File: src/rtl/cls_pkg.sv
// Shared types and default timing for the CLS fault recovery sequencer.
package cls_pkg;

  typedef enum logic [1:0] {
    HOLD   = 2'd0,
    SETTLE = 2'd1,
    RUN    = 2'd2,
    FATAL  = 2'd3
  } cls_rec_state_e;

  localparam int unsigned DEF_RST_HOLD_CYCLES = 8;
  localparam int unsigned DEF_SETTLE_CYCLES   = 2;
  localparam int unsigned DEF_MAX_RETRIES     = 3;
  localparam int unsigned DEF_WINDOW_CYCLES   = 1024;

  // Counter width for a limit; never below one bit so a limit of 1 still elaborates.
  function automatic int unsigned cnt_w(input int unsigned lim);
    return (lim < 2) ? 1 : $clog2(lim);
  endfunction

endpackage

File: src/rtl/cls_fault_recovery_ctrl_if.sv
// Fault/recovery signal bundle between the lockstep comparator side and the sequencer.
interface cls_fault_recovery_ctrl_if #(parameter int FAULT_CNT_W = 8);
  logic                   fault_i;
  logic                   clear_fatal_i;
  logic                   core_rst_no;
  logic                   cmp_mask_o;
  logic                   fault_ack_o;
  logic                   recovering_o;
  logic                   fatal_o;
  logic [FAULT_CNT_W-1:0] fault_count_o;

  modport master (
    output fault_i, clear_fatal_i,
    input  core_rst_no, cmp_mask_o, fault_ack_o, recovering_o, fatal_o, fault_count_o
  );

  modport slave (
    input  fault_i, clear_fatal_i,
    output core_rst_no, cmp_mask_o, fault_ack_o, recovering_o, fatal_o, fault_count_o
  );
endinterface

File: src/rtl/cls_cycle_timer.sv
// Loadable up-counter with clear; tc flags the cycle on which the count equals last.
module cls_cycle_timer #(
  parameter int W = 4
) (
  input  logic         clk,
  input  logic         rst,
  input  logic         clr,
  input  logic         load,
  input  logic [W-1:0] load_val,
  input  logic         en,
  input  logic [W-1:0] last,
  output logic         tc
);
  logic [W-1:0] cnt;

  always_ff @(posedge clk) begin
    if (rst || clr)  cnt <= '0;
    else if (load)   cnt <= load_val;
    else if (en)     cnt <= cnt + W'(1);
  end

  assign tc = (cnt == last);
endmodule

File: src/rtl/cls_fault_recovery_ctrl.sv
// CLS recovery sequencer: reset hold, comparator settle mask, retry window and latched FATAL.
module cls_fault_recovery_ctrl
  import cls_pkg::*;
#(
  parameter int unsigned RST_HOLD_CYCLES = DEF_RST_HOLD_CYCLES,
  parameter int unsigned SETTLE_CYCLES   = DEF_SETTLE_CYCLES,
  parameter int unsigned MAX_RETRIES     = DEF_MAX_RETRIES,
  parameter int unsigned WINDOW_CYCLES   = DEF_WINDOW_CYCLES,
  parameter int unsigned FAULT_CNT_W     = 8
) (
  input logic                       clk,
  input logic                       rst,
  cls_fault_recovery_ctrl_if.slave  bus
);
  localparam int PW = (cnt_w(RST_HOLD_CYCLES) > cnt_w(SETTLE_CYCLES)) ?
                      cnt_w(RST_HOLD_CYCLES) : cnt_w(SETTLE_CYCLES);
  localparam int WW = cnt_w(WINDOW_CYCLES);
  localparam int RW = $clog2(MAX_RETRIES + 2);

  localparam logic [PW-1:0] HOLD_LAST   = PW'(RST_HOLD_CYCLES - 1);
  localparam logic [PW-1:0] SETTLE_LAST = PW'(SETTLE_CYCLES - 1);
  localparam logic [WW-1:0] WIN_LAST    = WW'(WINDOW_CYCLES - 1);
  localparam logic [RW-1:0] RETRY_MAX   = RW'(MAX_RETRIES);

  if (RST_HOLD_CYCLES < 1) begin : g_bad_hold
    $error("RST_HOLD_CYCLES must be >= 1");
  end
  if (SETTLE_CYCLES < 1) begin : g_bad_settle
    $error("SETTLE_CYCLES must be >= 1");
  end
  if (WINDOW_CYCLES < 2) begin : g_bad_window
    $error("WINDOW_CYCLES must be >= 2");
  end
  if (FAULT_CNT_W < 1) begin : g_bad_cnt_w
    $error("FAULT_CNT_W must be >= 1");
  end

  cls_rec_state_e         state, next_state;
  logic [RW-1:0]          retry_cnt, retry_nxt;
  logic [FAULT_CNT_W-1:0] fault_cnt;
  logic                   phase_clr, phase_en, phase_tc;
  logic                   win_clr, win_en, win_tc;
  logic                   accept;
  logic [PW-1:0]          phase_last;

  // One timer serves both HOLD and SETTLE; it is cleared on every phase exit.
  assign phase_last = (state == HOLD) ? HOLD_LAST : SETTLE_LAST;

  cls_cycle_timer #(.W(PW)) u_phase_tmr (
    .clk(clk), .rst(rst), .clr(phase_clr), .load(1'b0), .load_val('0),
    .en(phase_en), .last(phase_last), .tc(phase_tc)
  );

  cls_cycle_timer #(.W(WW)) u_win_tmr (
    .clk(clk), .rst(rst), .clr(win_clr), .load(1'b0), .load_val('0),
    .en(win_en), .last(WIN_LAST), .tc(win_tc)
  );

  always_ff @(posedge clk) begin
    if (rst) state <= HOLD;
    else     state <= next_state;
  end

  always_comb begin
    next_state = state;
    retry_nxt  = retry_cnt;
    phase_clr  = 1'b0;
    phase_en   = 1'b0;
    win_clr    = 1'b1;
    win_en     = 1'b0;
    accept     = 1'b0;
    unique case (state)
      HOLD: begin
        phase_en = 1'b1;
        if (phase_tc) begin
          next_state = SETTLE;
          phase_clr  = 1'b1;
        end
      end
      SETTLE: begin
        phase_en = 1'b1;
        if (phase_tc) begin
          next_state = RUN;
          phase_clr  = 1'b1;
        end
      end
      RUN: begin
        phase_clr = 1'b1;
        // A fault on the expiry cycle wins and is judged against the old retry count.
        if (bus.fault_i) begin
          accept = 1'b1;
          if (retry_cnt == RETRY_MAX) begin
            next_state = FATAL;
          end else begin
            next_state = HOLD;
            retry_nxt  = retry_cnt + RW'(1);
          end
        end else if (win_tc) begin
          retry_nxt = '0;
        end else begin
          win_clr = 1'b0;
          win_en  = 1'b1;
        end
      end
      FATAL: begin
        phase_clr = 1'b1;
        if (bus.clear_fatal_i) begin
          next_state = HOLD;
          retry_nxt  = '0;
        end
      end
      default: next_state = HOLD;
    endcase
  end

  // Outputs are registered from next_state so they line up with the state register.
  always_ff @(posedge clk) begin
    if (rst) begin
      retry_cnt        <= '0;
      fault_cnt        <= '0;
      bus.core_rst_no  <= 1'b0;
      bus.cmp_mask_o   <= 1'b1;
      bus.recovering_o <= 1'b1;
      bus.fatal_o      <= 1'b0;
      bus.fault_ack_o  <= 1'b0;
    end else begin
      retry_cnt        <= retry_nxt;
      if (accept && (fault_cnt != '1)) fault_cnt <= fault_cnt + FAULT_CNT_W'(1);
      bus.core_rst_no  <= (next_state == SETTLE) || (next_state == RUN);
      bus.cmp_mask_o   <= (next_state != RUN);
      bus.recovering_o <= (next_state == HOLD) || (next_state == SETTLE);
      bus.fatal_o      <= (next_state == FATAL);
      bus.fault_ack_o  <= accept;
    end
  end

  assign bus.fault_count_o = fault_cnt;
endmodule

File: src/flat_wrapper.sv
// flat-port wrapper written by rule: the top's interface ports become plain ports
module cls_fault_recovery_ctrl_flat import cls_pkg::*;
#(
  parameter int unsigned RST_HOLD_CYCLES = DEF_RST_HOLD_CYCLES,
  parameter int unsigned SETTLE_CYCLES   = DEF_SETTLE_CYCLES,
  parameter int unsigned MAX_RETRIES     = DEF_MAX_RETRIES,
  parameter int unsigned WINDOW_CYCLES   = DEF_WINDOW_CYCLES,
  parameter int unsigned FAULT_CNT_W     = 8
)
  (clk, rst, bus_fault_i, bus_clear_fatal_i, bus_core_rst_no, bus_cmp_mask_o, bus_fault_ack_o, bus_recovering_o, bus_fatal_o, bus_fault_count_o);
  cls_fault_recovery_ctrl_if #(.FAULT_CNT_W(FAULT_CNT_W)) bus_i ();
  input logic clk;
  input logic rst;
  input wire logic [$bits(bus_i.fault_i)-1:0] bus_fault_i;
  input wire logic [$bits(bus_i.clear_fatal_i)-1:0] bus_clear_fatal_i;
  output wire logic [$bits(bus_i.core_rst_no)-1:0] bus_core_rst_no;
  output wire logic [$bits(bus_i.cmp_mask_o)-1:0] bus_cmp_mask_o;
  output wire logic [$bits(bus_i.fault_ack_o)-1:0] bus_fault_ack_o;
  output wire logic [$bits(bus_i.recovering_o)-1:0] bus_recovering_o;
  output wire logic [$bits(bus_i.fatal_o)-1:0] bus_fatal_o;
  output wire logic [$bits(bus_i.fault_count_o)-1:0] bus_fault_count_o;
  assign bus_i.fault_i = bus_fault_i;
  assign bus_i.clear_fatal_i = bus_clear_fatal_i;
  assign bus_core_rst_no = bus_i.core_rst_no;
  assign bus_cmp_mask_o = bus_i.cmp_mask_o;
  assign bus_fault_ack_o = bus_i.fault_ack_o;
  assign bus_recovering_o = bus_i.recovering_o;
  assign bus_fatal_o = bus_i.fatal_o;
  assign bus_fault_count_o = bus_i.fault_count_o;
  cls_fault_recovery_ctrl #(.RST_HOLD_CYCLES(RST_HOLD_CYCLES), .SETTLE_CYCLES(SETTLE_CYCLES), .MAX_RETRIES(MAX_RETRIES), .WINDOW_CYCLES(WINDOW_CYCLES), .FAULT_CNT_W(FAULT_CNT_W)) u_core (.clk(clk), .rst(rst), .bus(bus_i));
endmodule
File: config.mk
export PLATFORM = sky130hd
export DESIGN_NAME = cls_fault_recovery_ctrl_flat
export DESIGN_NICKNAME = d
export VERILOG_FILES = /design/src/rtl/cls_pkg.sv /design/src/rtl/cls_fault_recovery_ctrl_if.sv /design/src/rtl/cls_cycle_timer.sv /design/src/rtl/cls_fault_recovery_ctrl.sv /design/src/flat_wrapper.sv
export SDC_FILE = /design/constraint.sdc
export NUM_CORES = 1
export LEC_CHECK = 0
export ABC_AREA = 0
export BUFFER_PORTS_ARGS = -buffer_cell sky130_fd_sc_hd__buf_2
export CAP_MARGIN = 20
export CORE_MARGIN = 2
export CORE_UTILIZATION = 50
export DETAILED_ROUTE_END_ITERATION = 10
export HOLD_SLACK_MARGIN = 0.12
export PLACE_DENSITY = 0.8
export SYNTH_ARGS = -nofsm -noshare
export SYNTH_HDL_FRONTEND = slang
export SYNTH_SLANG_ARGS = --single-unit
File: constraint.sdc
create_clock -name clk -period 3.8 [get_ports clk]
set_input_delay 0.57 -clock clk [delete_from_list [all_inputs] [get_ports clk]]
set_output_delay 0.57 -clock clk [all_outputs]
set_load 0.05 [all_outputs]
# [Word level (Yosys, flattened, before mapping)]
# Index checks and enable logic that the tools add are counted.
[op_classes] reduce_logical=11 n_eq_ne=14 n_addsub=4 n_mux=23
[ops] operator="$mux W3" n=5
[ops] operator="$add A10 B1 Y10 const B" n=1
[ops] operator="$eq A10 B10 Y1 const B" n=1
[ops] operator="$mux W1" n=10
[ops] operator="$mux W2" n=5
[ops] operator="$add A8 B1 Y8 const B" n=1
[ops] operator="$eq A2 B2 Y1 const B" n=4
[ops] operator="$ne A8 B8 Y1 const B" n=1
[ops] operator="$pmux W2 S4" n=1
[ops] operator="$add A3 B1 Y3 const B" n=2
[ops] operator="$ne A3 B3 Y1 const B" n=2
[ops] operator="$pmux W3 S2" n=1
[ops] operator="$eq A2 B1 Y1 const B" n=2
[ops] operator="$logic_not A2 Y1" n=2
[ops] operator="$logic_or A1 B1 Y1" n=4
[ops] operator="$ne A2 B2 Y1 const B" n=2
[ops] operator="$reduce_and A4 Y1" n=1
[ops] operator="$reduce_or A2 Y1" n=2
[ops] operator="$eq A3 B2 Y1 const B" n=1
[ops] operator="$eq A3 B3 Y1" n=1
[ops] operator="$pmux W1 S2" n=1
[ops] operator="$reduce_bool A2 Y1" n=1
[ops] operator="$logic_and A1 B1 Y1" n=1
[word_totals] wordCells=62 regBits=31 in_bits=4

# [Longest topological paths before layout]
# Gate-level depths: netlist of run 1.
[depth] ltp_word=7 depth_mapped=6 mapped_depth_nobuf=6

# [Modules after synthesis]
# From an unflattened synthesis of run 1, not the netlist that was laid out.
[unflattened] hier_cells=203 hier_area_um2=1773.0
[by_module_without_submodules] module="cls_fault_recovery_ctrl" area_per_inst_um2=868.3 seq_area_each_um2=360.3 cells_each=97 instances=1
[by_module_without_submodules] module="cls_cycle_timer at u_core.u_win_tmr" area_per_inst_um2=699.4 seq_area_each_um2=200.2 cells_each=86 instances=1
[by_module_without_submodules] module="cls_cycle_timer at u_core.u_phase_tmr" area_per_inst_um2=205.2 seq_area_each_um2=60.1 cells_each=20 instances=1

# [Least setup slack after synthesis of run 1]
# OpenSTA, ideal clock, no wires.
[synth_timing] path_kind="reg-to-reg" from="register u_core.fault_cnt[0], in the netlist u_core.bus.fault_count_o[0]" to="register u_core.fault_cnt[1], in the netlist u_core.bus.fault_count_o[1]" arrival_time_ns=1.599 stages_incl_launch_ff=6 setup_slack_ns=2.073 t_required_ns=3.672 synth_period_minus_slack_ns=1.727 path_cell_list="dfxtp_1 > ha_1 > nand3_1 > o21ai_0 > mux2i_1 > nor2_1"
[synth_via] elab_chain_len=2 word_cells_on_any_way=3
[synth_lines] item="from (decl)" line_no="cls_fault_recovery_ctrl.sv:40" text="logic [FAULT_CNT_W-1:0] fault_cnt;"
[synth_lines] item="from (signal assigned)" line_no="cls_fault_recovery_ctrl.sv:128" text="if (accept && (fault_cnt != '1)) fault_cnt <= fault_cnt + FAULT_CNT_W'(1);"
[synth_lines] item="branches (longest 2 deep; another with $add A8 B1 Y8)"
# Parallel ways; which one is timed is not known.
# A chain may end at the register's enable or synchronous reset.

# [Final worst setup path of run 1]
[layout_timing] from="register u_core.fault_cnt[7], in the netlist u_core.bus.fault_count_o[7]" to="output port bus_fault_count_o[7]"
[layout_rtl] item="to (decl)" line_no="flat_wrapper.sv:21" text="output wire logic [$bits(bus_i.fault_count_o)-1:0] bus_fault_count_o;"
# No word-level cell between the ends.

==> results.toml, run 1 <==
[setup_path]
cp_num_cells = 1
regToRegSetupSlack_ns = 2.14
crit_required_ns = 3.23
critical_path.reg2reg.endpoint = "u_core.u_win_tmr.cnt[4]"
crit_path_start_kind = "register"
worst_ep_arrival_time_ns = 1.10
timing.critical_path.from = "u_core.bus.fault_count_o[7]"
critical_path.slowest_cell = "sky130_fd_sc_hd__dfxtp_1"
end_kind = "output pin"
r2r.worst_path.cells = 4
cpPeakStageDelay_ns = 0.47
critical_path_peak_fanout = 8
worst_path_buffer_plus_inverter_count = 1
crit_path_cell_trace = "buf_2"
crit-reg2reg-launch = "u_core.state[1]"
timing.critical_path.to = "bus_fault_count_o[7]"
path_delay_family = "flip-flops"
path_class = "reg2out"

[synthesis]
netlist.area_leader.share_pct = 43.66
netlist_area_sq_mm = 0.001421
synth_area_leaders = "sky130_fd_sc_hd__dfxtp_1 44%, sky130_fd_sc_hd__ha_1 4.4%, sky130_fd_sc_hd__xor2_1 4.3%, sky130_fd_sc_hd__nor2_1 4.0%, sky130_fd_sc_hd__nand2_1 2.9%"
netlist_instances = 153
mappedNetlistNets = 162
synth-warning-count = 0
synthDistinctLibCells = 48
synth_top_cell_by_area = "sky130_fd_sc_hd__dfxtp_1"
dominant_cell_by_count_in_the_synthesized_netlist = "sky130_fd_sc_hd__dfxtp_1"
synth_area_per_cell_sq_um = 9.290
synth-async-reset-ratio_pct = 0
proportion_of_synthesized_chip_area_in_sequential_cells_pct = 43.66
synth_top_flop_cell = "sky130_fd_sc_hd__dfxtp_1"
synth_enable_flop_cells = 0
synth-seq-cells = 31
netlist_top_cells_count = "31 x sky130_fd_sc_hd__dfxtp_1, 15 x sky130_fd_sc_hd__nor2_1, 11 x sky130_fd_sc_hd__nand2_1"

[placed_design]
dp_hpwl_um = 1918
gp_routability_congestion = 0.8787
post_dp_cell_area_sq_mm = 0.001499
port_buffers = 16
preCtsSetupSlack_ns = 2.017
place.detailed.instances = 193

[floorplanning]
design.die.area_sq_mm = 0.003285
floorplan.rows = 19
start_util_pct = 51.99
chipWidth_um = 57.32
core_area_sq_mm = 0.002734
pin_count = 17
dieHeight_um = 57.32

[drt]
vias = 1131
route.final.wire_length_um = 2672
drt-vias-per-instance = 5.655
detailedRoute.firstIterationViolations = 58
post_drt_wl_per_cell_um = 13.36
detail-route-antenna-nets = 0
drc_errors = 0
firstDrtPassIters = 4

[timing]
worst_pin_slew_ns = 0.4909
setup_viol_count_final = 0
timing.final.max_slew_violations = 0
rsz0062_at_grt = "false"
max_clock_freq_mhz = 598.8
hold_viol_final = 0
totalNegativeSetupSlack_ns = 0
slew-limit-headroom_pct = 67.23
final.setup_skew_ns = 0.008297
final.min_clock_period_ns = 1.670
worst_slack_ns = 2.130
timing.final.crit_share_pct = 43.94
worst_hold_slack_ns = 0.4382

[finish]
num-fill-cells = 245
post_route_cells_drive_above_1_share_pct = 19.53
final_stage_net_count = 178
layout.cells.non_filler = 200
area.growth.synth_to_final_pct = 9.419
finish.utilization_pct = 56.89
antenna_cells_inserted = 0
finish.instance_area_sq_mm = 0.001555

[clock_tree]
htree_num_levels = 2
tritoncts = "yes"
clock_sink_count = 31
holdBufCountCts = 0
cts.clk_slew.worst_paths_ns = 0.09
worst_skew_pair.late_latency_ns = 0.32
cts-resized-gates = 0
setup_buffers_after_cts = 0
cts_max_path_buffers = 2
cts_bufs_inserted = 5
clock-root-buffer = "sky130_fd_sc_hd__clkbuf_4"

[power_and_ir_drop]
maximum_ir_drop_on_the_vdd_rail_v = 0.0002742
finalPower_uw = 535.3
leakage_power_summed_over_all_cells_nw = 0.6161
cellPowerDensity_mw_per_mm2 = 344.2

[worst_hold_path]
min_delay_path_depth = 1
hold_path.class = "reg2reg"

[global_route]
pin_count_of_the_biggest_net_entering_global_routing = 21
global_route_total_usage_across_every_layer_pct = 18.65
grt_first_pass_wirelength_um = 4692
grt_pass1_vias = 1059
global_route_overflow = 0
initial_antenna_violation_count = 0

[run_status]
run_status = "complete, no violations"

[run]
cap_violations = 0
==> logic make-up (layout without fill, tap and decap cells) <==
logic type | count (synthesis) | after routing | share of synthesized area (%)
AO/OA/AOI/OAI | 24 | 24 | 12.50
adder cells (fa/ha/maj) | 5 | 5 | 4.401
AND/OR/NAND/NOR | 67 | 67 | 26.59
buffers and inverters | 13 | 29 | 4.489
XOR/XNOR | 10 | 10 | 6.162
multiplexers | 3 | 3 | 2.201
flip-flops | 31 | 31 | 43.66
==> registers in the layout, summed over array words and instances, names as in the netlist, 2 cells and up <==
| signal | count |
|---|---|
| u_core.u_win_tmr.cnt | 10 |
| u_core.state | 2 |
| u_core.retry_cnt | 3 |
| u_core.bus.fault_count_o | 8 |
| u_core.u_phase_tmr.cnt | 3 |
==> power breakdown <==
part | total [mW] | internal [mW] | switching, mW | leakage, nW
Combinational | 0.0169 | 0.00697 | 0.00992 | 0.332
Clock | 0.187 | 0.0855 | 0.101 | 0.0341
Sequential | 0.332 | 0.328 | 0.00403 | 0.250
==> layout by cell type, fill, tap and decap left out, types with 2 or more instances in the layout <==
| cell | instances |
|---|---|
| sky130_fd_sc_hd__inv_1 | 6 |
| sky130_fd_sc_hd__xnor2_1 | 3 |
| sky130_fd_sc_hd__nand2b_1 | 3 |
| sky130_fd_sc_hd__nor2b_1 | 2 |
| sky130_fd_sc_hd__a311oi_1 | 3 |
| sky130_fd_sc_hd__nand4b_1 | 2 |
| sky130_fd_sc_hd__nand4_1 | 6 |
| sky130_fd_sc_hd__and2_1 | 3 |
| sky130_fd_sc_hd__a31oi_1 | 2 |
| sky130_fd_sc_hd__clkbuf_4 | 5 |
| sky130_fd_sc_hd__nand3_1 | 3 |
| sky130_fd_sc_hd__a2111oi_0 | 2 |
| sky130_fd_sc_hd__nand2_1 | 11 |
| sky130_fd_sc_hd__nor2_2 | 5 |
| sky130_fd_sc_hd__a22o_1 | 2 |
| sky130_fd_sc_hd__ha_1 | 5 |
| sky130_fd_sc_hd__a21oi_1 | 4 |
| sky130_fd_sc_hd__xor2_1 | 7 |
| sky130_fd_sc_hd__nand3b_1 | 2 |
| sky130_fd_sc_hd__nor3_1 | 4 |
| sky130_fd_sc_hd__nor2_1 | 15 |
| sky130_fd_sc_hd__mux2i_1 | 2 |
| sky130_fd_sc_hd__dfxtp_1 | 31 |
| sky130_fd_sc_hd__buf_2 | 16 |
| sky130_fd_sc_hd__o21ai_0 | 2 |
| sky130_fd_sc_hd__and4_1 | 2 |
==> worst min-delay path by stage <==
stage | startpoint | to | slack, ns
6_report | u_core.u_win_tmr.cnt[0] | u_core.u_win_tmr.cnt[0] | 0.44
5_1_grt | u_core.u_win_tmr.cnt[0] | u_core.u_win_tmr.cnt[0] | 0.46
4_1_cts | u_core.u_win_tmr.cnt[0] | u_core.u_win_tmr.cnt[0] | 0.44
3_5_place_dp | u_core.u_win_tmr.cnt[0] | u_core.u_win_tmr.cnt[0] | 0.43
3_3_place_gp | u_core.u_win_tmr.cnt[0] | u_core.u_win_tmr.cnt[0] | 0.42
2_1_floorplan | u_core.u_win_tmr.cnt[0] | u_core.u_win_tmr.cnt[0] | 0.41
==> final cells by class <==
cell class / instances / area (sq um) / area share, %
sequential: 31 / 620.6 / 39.90
multi-input combinational: 109 / 737.0 / 47.39
timing repair buffer: 16 / 80.08 / 5.149
clock inverter: 1 / 5.005 / 0.3218
tap: 31 / 38.79 / 2.494
clock buffer: 6 / 51.30 / 3.298
inverter: 6 / 22.52 / 1.448
==> layer usage <==
| metal | wire, um | vias to the layer above | track usage, % |
|---|---|---|---|
| met4 | 66 | 0 | 9.635 |
| met3 | 119 | 9 | 6.576 |
| met1 | 1189 | 517 | 22.75 |
| met5 | 0 | - | 0 |
| met2 | 1296 | 31 | 29.06 |
| li1 | - | 574 | - |
(Power assumes the default switching activity.)
==> run 2: changes to the inputs <==
- PLACE_DENSITY: 0.8 -> 0.83
- clock period: 3.8 -> 1.4 ns (I/O delays scaled with it)
==> run 2 against run 1 <==
The run now ends with setup timing left; power rose to 2.9 times the previous value; first-iteration DRC count fell by 40%; register-to-register slack got worse by 2.2 ns; largest cell class unchanged; flip-flop and latch count did not move; clock skew fell by 0.0042 ns; cell count rose by 9.5%; worst setup slack got worse by 2.2 ns; final area rose by 16%; utilization rose by 9.0 points; clock power rose to 3.1 times the previous value.
==> results.toml, run 2 (same netlist as run 1, synthesis figures left out) <==
[run_status]
run_status = "finished, violations left"
violations = "setup timing"

[worst_hold_path]
min_delay_worst_endpoint = "u_core.bus.fault_count_o[4]"
start_point_of_the_worst_min_delay_path = "rst"
min_delay_path_depth = 3
hold_path.class = "in2reg"

[placed_design]
gp_routability_congestion = 0.8688
place.detailed.instances = 210
port_buffers = 16
dp_hpwl_um = 2119

[setup_path]
crit_required_ns = 1.67
path_class = "reg2reg"
worst_path_buffer_plus_inverter_count = 2
r2r.worst_path.cells = 7
cpPeakStageDelay_ns = 0.39
critical_path_peak_fanout = 3
critical_path.slowest_cell = "sky130_fd_sc_hd__a311o_1"
path_delay_family = "compound AO/OA/AOI/OAI gates"
worst_ep_arrival_time_ns = 1.71
regToRegSetupSlack_ns = -0.04
critical_path.reg2reg.endpoint = "u_core.bus.fatal_o"
crit-reg2reg-launch = "u_core.retry_cnt[0]"
crit_path_start_kind = "register"
end_kind = "register"
crit_path_cell_trace = "ha_4, ha_4, buf_6, buf_6, nand2_2, a311o_1, nor2_1"

[timing]
final.min_clock_period_ns = 1.439
totalNegativeSetupSlack_ns = -0.07220
timing.final.max_slew_violations = 0
timing.final.crit_share_pct = 102.8
rsz0062_at_grt = "true"
worst_pin_slew_ns = 0.3584
worst_slack_ns = -0.03944
slew-limit-headroom_pct = 75.49
hold_viol_final = 0
setup_viol_count_final = 3
max_clock_freq_mhz = 694.7
final.setup_skew_ns = 0.004077

[floorplanning]
design.die.area_sq_mm = 0.003285
pin_count = 17
floorplan.rows = 19
chipWidth_um = 57.32
start_util_pct = 51.99
core_area_sq_mm = 0.002734
dieHeight_um = 57.32

[finish]
layout_common_cells = "18 x sky130_fd_sc_hd__dfxtp_1, 16 x sky130_fd_sc_hd__buf_2, 16 x sky130_fd_sc_hd__buf_4"
layout.cells.non_filler = 219
post_route_cells_drive_above_1_share_pct = 39.89
finish.utilization_pct = 65.90
largest_register_ffs = 10
regMostFlops = "u_core.u_win_tmr.cnt"
layout_commonest_cell = "sky130_fd_sc_hd__dfxtp_1"
area.growth.synth_to_final_pct = 26.76
final_stage_net_count = 196
area.sequential_sq_um = 641.9
num-fill-cells = 226
multi_input_area_sq_um = 807.0
antenna_cells_inserted = 0

[drt]
vias = 1223
post_drt_wl_per_cell_um = 13.80
detailedRoute.firstIterationViolations = 35
drt-vias-per-instance = 5.584
route.final.wire_length_um = 3022
detail-route-antenna-nets = 0
drc_errors = 0
firstDrtPassIters = 4

[global_route]
grt_first_pass_wirelength_um = 4850
pin_count_of_the_biggest_net_entering_global_routing = 11
global_route_overflow = 0
global_route_total_usage_across_every_layer_pct = 19.40
grt_pass1_vias = 1140
initial_antenna_violation_count = 0

[clock_tree]
clock-root-buffer = "sky130_fd_sc_hd__clkbuf_4"
htree_num_levels = 2
holdBufCountCts = 0
clock_sink_count = 31
cts.clk_slew.worst_paths_ns = 0.09
cts_max_path_buffers = 2
worst_skew_pair.late_latency_ns = 0.33
tritoncts = "yes"
cts_bufs_inserted = 5

[run]
cap_violations = 0

[power_and_ir_drop]
cellPowerDensity_mw_per_mm2 = 856.5
maximum_ir_drop_on_the_vdd_rail_v = 0.0008406
leakage_power_summed_over_all_cells_nw = 0.7275
run 2: cell types whose count changed in the layout (fill, tap and decap cells not counted), moves of 2 or more:
cell | previous run | this run
sky130_fd_sc_hd__buf_4 | 0 | 16
sky130_fd_sc_hd__buf_6 | 0 | 2
sky130_fd_sc_hd__dfxtp_1 | 31 | 18
sky130_fd_sc_hd__dfxtp_2 | 0 | 11
sky130_fd_sc_hd__dfxtp_4 | 0 | 2
sky130_fd_sc_hd__ha_1 | 5 | 2
sky130_fd_sc_hd__ha_4 | 0 | 2
sky130_fd_sc_hd__nand2_1 | 11 | 9
sky130_fd_sc_hd__nand2_2 | 0 | 2
sky130_fd_sc_hd__nor3_1 | 4 | 2
run 2: stage by stage:
step / power, mW / instance area, sq um / hold WS, ns / worst slack, ns
finish: 1.543 / 1802 / 0.2229 / -0.03944
global placement: 0.9633 / 1642 / 0.4264 / 0.002049
floorplan: 0.9499 / 1436 / 0.3980 / 0.01637
CTS: 1.550 / 1768 / 0.2181 / -0.05498
global route: 1.604 / 1802 / 0.2214 / -0.08406
detailed placement: 0.9673 / 1642 / 0.4357 / -0.06629
run 2: routing by layer:
layer	vias to the layer above	global-route usage [%]	wire, um
met4	0	8.638	55
met5	-	0	0
met1	569	21.46	1287
met2	35	33.00	1521
met3	7	7.483	157
li1	612	-	-
run 2: final cells by class:
cell class / instances / share of cell area [%]
Tap cell: 31 / 2.153
Sequential cell: 31 / 35.62
Timing Repair Buffer: 34 / 12.36
Clock buffer: 8 / 3.819
Multi-Input combinational cell: 109 / 44.79
Inverter: 6 / 1.250
run 2: power by group:
group / total (mW) / switching, mW / internal, mW
clock network: 0.588 / 0.293 / 0.295
registers: 0.898 / 0.0119 / 0.886
logic: 0.0564 / 0.0308 / 0.0256
total: 1.54 / 0.336 / 1.21
run 2: what timing repair did:
| item | CTS | global route |
|---|---|---|
| setup buffers | 1 | 0 |
| pin swaps | 7 | 7 |
| resized for setup | 12 | 11 |
| endpoints found under the setup margin | 8 | 11 |
run 2: worst reg2reg max path: stages, from the launching register on:
cell and delay (ns):
sky130_fd_sc_hd__dfxtp_2 0.36, sky130_fd_sc_hd__ha_4 0.14, sky130_fd_sc_hd__ha_4 0.14, sky130_fd_sc_hd__buf_6 0.10
sky130_fd_sc_hd__buf_6 0.11, sky130_fd_sc_hd__nand2_2 0.05, sky130_fd_sc_hd__a311o_1 0.39, sky130_fd_sc_hd__nor2_1 0.10
run 2: worst max-delay path by stage:
stage | from | endpoint | cells past startpoint | slack, ns
2_1_floorplan | u_core.retry_cnt[0] | u_core.retry_cnt[0] | 6 | 0.02
3_3_place_gp | u_core.retry_cnt[0] | u_core.retry_cnt[0] | 6 | 0.002
3_5_place_dp | u_core.retry_cnt[0] | u_core.retry_cnt[0] | 5 | -0.07
4_1_cts | u_core.retry_cnt[1] | u_core.state[0] | 6 | -0.05
5_1_grt | u_core.retry_cnt[0] | u_core.bus.fatal_o | 7 | -0.08
6_report | u_core.retry_cnt[0] | u_core.bus.fatal_o | 7 | -0.04
